$ cat src/rtl/rv32_pc_gen_mh.sv
// Per-hart PC generator for the barrel pipeline: round-robin issue over idle harts, branch/jump resolve.
// Optional RV32_PCGEN_MISALIGN_EN: misaligned jump/branch targets redirect to TRAP_PC and pulse ex_misalign.

module rv32_pc_gen_mh_hart #(
  parameter int              XLEN     = 32,
  parameter logic [XLEN-1:0] RESET_PC = '0
) (
  input  logic            clk,
  input  logic            rst_n,
  input  logic            grant,
  input  logic            resolve,
  input  logic            wr_en,
  input  logic [XLEN-1:0] wr_pc,
  output logic [XLEN-1:0] pc,
  output logic            in_flight
);
  always_ff @(posedge clk or negedge rst_n) begin
    if (!rst_n) begin
      pc        <= RESET_PC;
      in_flight <= 1'b0;
    end else begin
      if (resolve && wr_en) pc <= wr_pc;
      else if (grant)       pc <= pc + XLEN'(4);
      if (grant)        in_flight <= 1'b1;
      else if (resolve) in_flight <= 1'b0;
    end
  end
endmodule

module rv32_pc_gen_mh #(
  parameter int              XLEN      = 32,
  parameter int              NUM_HARTS = 8,
  parameter logic [XLEN-1:0] RESET_PC  = '0,
  parameter logic [XLEN-1:0] TRAP_PC   = XLEN'('h100),
  localparam int             HID_W     = $clog2(NUM_HARTS)
) (
  input  logic                 clk,
  input  logic                 rst_n,
  input  logic [NUM_HARTS-1:0] hart_en,
  input  logic                 stall,
  output logic                 issue_valid,
  output logic [HID_W-1:0]     issue_hart,
  output logic [XLEN-1:0]      issue_pc,
  input  logic                 ex_valid,
  input  logic [HID_W-1:0]     ex_hart,
  input  logic [2:0]           ex_kind,
  input  logic                 ex_taken,
  input  logic [XLEN-1:0]      ex_pc,
  input  logic [XLEN-1:0]      ex_rs1,
  input  logic [XLEN-1:0]      ex_imm,
  output logic                 ex_save_pc,
  output logic [XLEN-1:0]      ex_link,
  output logic                 ex_redirect,
  output logic                 ex_misalign
);
  localparam logic [2:0] K_BRANCH = 3'd1;
  localparam logic [2:0] K_JAL    = 3'd2;
  localparam logic [2:0] K_JALR   = 3'd3;
  localparam logic [2:0] K_AUIPC  = 3'd4;

  logic [NUM_HARTS-1:0][XLEN-1:0] pc;
  logic [NUM_HARTS-1:0]           in_flight, elig, grant_vec, res_vec;
  logic [HID_W-1:0]               rr_ptr, idx, gnt_hart;
  logic                           gnt_found;
  logic [XLEN-1:0]                target, wr_pc;
  logic                           wr_en, mis;

  assign elig = hart_en & ~in_flight & {NUM_HARTS{~stall}};

  // Walk harts starting at rr_ptr, wrapping at NUM_HARTS (need not be a power of 2).
  always_comb begin
    gnt_found = 1'b0;
    gnt_hart  = '0;
    idx       = rr_ptr;
    for (int i = 0; i < NUM_HARTS; i++) begin
      if (!gnt_found && elig[idx]) begin
        gnt_found = 1'b1;
        gnt_hart  = idx;
      end
      idx = (idx == HID_W'(NUM_HARTS-1)) ? '0 : idx + 1'b1;
    end
  end

  always_comb begin
    target = ex_pc + ex_imm;
    wr_en  = 1'b0;
    case (ex_kind)
      K_BRANCH: wr_en = ex_valid & ex_taken;
      K_JAL:    wr_en = ex_valid;
      K_JALR: begin
        wr_en  = ex_valid;
        target = (ex_rs1 + ex_imm) & ~XLEN'(1);
      end
      default:  wr_en = 1'b0;
    endcase
  end

`ifdef RV32_PCGEN_MISALIGN_EN
  assign mis   = wr_en & target[1];
  assign wr_pc = mis ? TRAP_PC : target;
`else
  logic unused_trap;
  assign unused_trap = ^TRAP_PC;
  assign mis   = 1'b0;
  assign wr_pc = target;
`endif

  assign ex_save_pc = ex_valid & (ex_kind == K_JAL || ex_kind == K_JALR || ex_kind == K_AUIPC);

  always_comb begin
    case (ex_kind)
      K_JAL, K_JALR: ex_link = ex_pc + XLEN'(4);
      K_AUIPC:       ex_link = ex_pc + ex_imm;
      default:       ex_link = '0;
    endcase
  end

  for (genvar h = 0; h < NUM_HARTS; h++) begin : g_hart
    assign grant_vec[h] = gnt_found && (gnt_hart == HID_W'(h));
    assign res_vec[h]   = ex_valid && (ex_hart == HID_W'(h));
    rv32_pc_gen_mh_hart #(.XLEN(XLEN), .RESET_PC(RESET_PC)) u_hart (
      .clk       (clk),
      .rst_n     (rst_n),
      .grant     (grant_vec[h]),
      .resolve   (res_vec[h]),
      .wr_en     (wr_en),
      .wr_pc     (wr_pc),
      .pc        (pc[h]),
      .in_flight (in_flight[h])
    );
  end

  always_ff @(posedge clk or negedge rst_n) begin
    if (!rst_n) begin
      rr_ptr      <= '0;
      issue_valid <= 1'b0;
      issue_hart  <= '0;
      issue_pc    <= '0;
      ex_redirect <= 1'b0;
      ex_misalign <= 1'b0;
    end else begin
      issue_valid <= gnt_found;
      ex_redirect <= wr_en;
      ex_misalign <= mis;
      if (gnt_found) begin
        issue_hart <= gnt_hart;
        issue_pc   <= pc[gnt_hart];
        rr_ptr     <= (gnt_hart == HID_W'(NUM_HARTS-1)) ? '0 : gnt_hart + 1'b1;
      end
    end
  end
endmodule

$ cat config.mk
export PLATFORM = sky130hd
export DESIGN_NAME = rv32_pc_gen_mh
export DESIGN_NICKNAME = d
export VERILOG_FILES = /design/src/rtl/rv32_pc_gen_mh.sv
export SDC_FILE = /design/constraint.sdc
export NUM_CORES = 1
export LEC_CHECK = 0
export BUFFER_PORTS_ARGS = -buffer_cell sky130_fd_sc_hd__buf_2
export CAP_MARGIN = 10
export CORE_UTILIZATION = 50
export CTS_CLUSTER_DIAMETER = 150
export CTS_CLUSTER_SIZE = 40
export DETAILED_ROUTE_END_ITERATION = 12
export GPL_TIMING_DRIVEN = 0
export HOLD_SLACK_MARGIN = 0.05
export PLACE_DENSITY_LB_ADDON = 0.25
export SLEW_MARGIN = 20
export SYNTH_ARGS = -nofsm -noshare
export SYNTH_HDL_FRONTEND = slang
export SYNTH_HIERARCHICAL = 1
export SYNTH_SLANG_ARGS = --single-unit
$ cat constraint.sdc
create_clock -name clk -period 5.2 [get_ports clk]
set_input_delay 0.52 -clock clk [delete_from_list [all_inputs] [get_ports clk]]
set_output_delay 0.52 -clock clk [all_outputs]
set_load 0.02 [all_outputs]
==> impl_results.md <==
* Root buf cell: clkbuf_16
* Tcrit/Tclk final at 98.6%
* P_int at 0.0111 W
* Iteration-0 DRC Markers at 3,229
* Starting Density at 51.2%
* Layout Area Growth over Synthesis at 15.0%
* Syn Nets at 2,842
* Cell Area, Synth at 23,500 um^2
* Wire per inst at 25.4 um
* Worst-path clk slew at 160 ps
* Top_reg_cell synth: dfrtp_1
* Max incr delay on CP at 600 ps
* Critical path, cell by cell: buf_4, buf_4, nor2_4, buf_6, mux4_2, buf_6, o22ai_4, buf_6, o2111ai_4, buf_6, o32a_4, buf_12, inv_2, ha_2, and2_4, buf_6, nand4_4, or4_4, buf_8, or4_1, a31oi_1
* Clk_lat worst skew at 530 ps
* Peak VDD IR at 0.00109 V
* Crit-path leading delay family: simple AND/OR/NAND/NOR gates
* CTS sink count at 304
* Yosys warnings at 6
* Routability cong. at 1.04
* Mapped Cells at 2,646
* WP data required at 5660 ps
* Vias/cell at 6.73
* Die area at 47,800 um^2
* Combinational fraction of design power at 75.1%
* Flops & latches, synth at 304
* I/O pin count at 186
* Drt total wl at 90,000 um
* Worst setup SP type: flip-flop
* Part of the Yosys area used for sequential elements at 32.4%
* Sw Pwr at 0.0114 W
* Hold Crit Class: input port to flip-flop
* Chip width at 219 um
* Pwr dens at 834 nW/um^2
* Vias at 23,816
* Post-synth EDFFs at 0
* Design Power at 0.0225 W
* Pins Over Slew Limit at 0
* H-tree depth at 1
* Crit-path max FO at 10
* Syn avg cell area at 8.86 um^2
* Share of cells above drive strength 1 at 19.3%
* Core ar. at 45,800 um^2
* Commonest non-fill, non-tap cells in the layout: dfrtp_1, nor2_1, nand2_1
* Buffers on Ports at 184
* Crit Path Class: flip-flop to flip-flop
* Dpl hpwl at 69,400 um
* Register area at 7610 um^2
* Skew final at 33.3 ps
* Leakage power at 11.3 nW
* Crit path top cell by count: buf_6
* Critical path arrival at 5590 ps
* Nets at 3,135
* Unique cell type count in the Yosys netlist at 85
* Most common cell after layout, fill and taps aside: dfrtp_1
* Filler Cells Inserted at 3,971
* Die Height at 219 um
* Yosys top cell by area: dfrtp_1
* Synth top area cells: dfrtp_1, nor2_1, ha_1
* WHS at 388 ps
* Tightest slew margin relative to the limit at 28.4%
* CTS tree: built
* Worst slew pin tran at 1060 ps
* Congestion Overflow GR at 0
* Clk pwr share at 5.3%
* Final Setup Violations at 0
* Slowest cell on the critical path: mux4_2
* Largest net degree at the start of global routing at 96
* Net Sw Frac at 50.6%
* Multi-input gate area at 15,300 um^2
* GRT Util Overall at 36.6%
* First-pass GRT wire length at 133,000 um
* MaxCap Viol Count at 0
* Final Hold Fails at 0
* Clock Tree Buf Depth at 3
* Row count at 78
* Ys async rst share at 100%
* Fin crit period at 5130 ps
* Post-route ant nets at 0
* Vias in the first global route at 21,936
* DR pass1 iterations at 6
* DRC viols at 0
* CP bufs+invs at 10
* Antenna violations before repair at 1
* Seq pwr share at 19.6%
* Status: finished, final reports clean
* F_max at 195 MHz
* Setup crit end kind: flip-flop
* Synth top area share at 32.4%
* Total CTS buffers at 11
## cells in the mapped netlist, types with 55 or more instances
library cell  number
inv_1             72
nand2_1          206
a31oi_1          135
o21ai_0          121
a21oi_1          135
nor2_1           284
xnor2_1          102
or4_1             62
clkbuf_1          74
mux2i_1           74
dfrtp_1          304
ha_1              79
o31ai_1           55
and2_1            55
nand3_1           78
xor2_1            82
## through the flow
step | instance area, um^2 | util [%] | cells | setup TNS (ps) | setup WS (ps)
4_1_cts | 26200 | 57.3 | 3487 | -19.9 | -19.9
3_5_place_dp | 25600 | 56.0 | 3456 | -84950 | -887
2_1_floorplan | 23500 | - | 2646 | -119 | -22.4
3_3_place_gp | 25100 | 54.9 | 3430 | -777280 | -2870
5_1_grt | 27000 | 58.9 | 3539 | -454 | -57.5
6_report | 27000 | 58.9 | 3540 | 0 | 71.2
## layer usage
metal  GRT usage [%]  routed length [um]
met5               0                   0
met4            15.8                4510
met3            7.75               11500
met2            54.6               38600
met1            51.0               35400
## timing repair
item                       4_1_cts  5_1_grt
setup endpoints to repair      181      106
setup buffers                   21       54
pin swaps                       12       32
resized for setup               45       67
hold buffers                     1        0
hold endpoints to repair        41        0
gates cloned                     0        1
## flip-flops by register name (all words and copies together) (netlist names)
register and count:
g_hart.u_hart/in_flight 8, ex_redirect 1, rr_ptr 3, issue_valid 1
issue_hart 3, g_hart.u_hart/pc 256, issue_pc 32
## power by group through the flow
stage	Combinational [W]	Sequential (W)	Clock, W
CTS	0.0154	0.00432	0.00119
global placement	0.0142	0.00434	0
finish	0.0169	0.00441	0.00119
global route	0.0175	0.00447	0.00125
detailed placement	0.0145	0.00437	0
floorplan	0.00994	0.00409	0
## area by class of cell
class	count	area share, %
plain buffers	133	3.12
inverters	73	1.02
repair buffers	287	7.05
well taps	600	2.78
flip-flops and latches	304	28.2
diodes	1	0.00928
multi-input cells	2129	56.7
clock buffers	12	1.03
clock inverters	1	0.0603
## worst reg2reg max path, delay by kind of cell, from the launching register on
kind | cells | cell delay [ps]
buffers and inverters | 10 | 1430
multiplexers | 1 | 600
AO/OA/AOI/OAI | 4 | 870
flip-flops | 1 | 480
AND/OR/NAND/NOR | 5 | 1500
adder cells (fa/ha/maj) | 1 | 180
## cell families after synthesis
family                     share of synthesized area, %
AOI/OAI and AO/OA                                  19.2
DFF                                                32.4
xor gates and xnor gates                           6.97
and+or+nand+nor                                    23.6
other                                            0.0160
adders and majority gates                          4.39
muxes                                              8.89
buffers and inverters                              4.47
## worst paths after layout
| kind | startpoint | to | slack, ps | cells past startpoint |
|---|---|---|---|---|
| worst min register to register | issue_hart[1] | issue_hart[1] | 500 | 2 |
| worst min-delay path | ex_hart[1] | g_hart[0].u_hart/in_flight | 390 | 4 |
| worst max register to register | rr_ptr[0] | g_hart[1].u_hart/pc[28] | 70 | 21 |
| worst max-delay path | rr_ptr[0] | g_hart[1].u_hart/pc[28] | 70 | 21 |
| max in group asynchronous | rst_n | g_hart[1].u_hart/pc[1] | 3110 | 5 |
| min in group asynchronous | rst_n | g_hart[6].u_hart/pc[22] | 460 | 2 |
(Power assumes the default switching activity.)
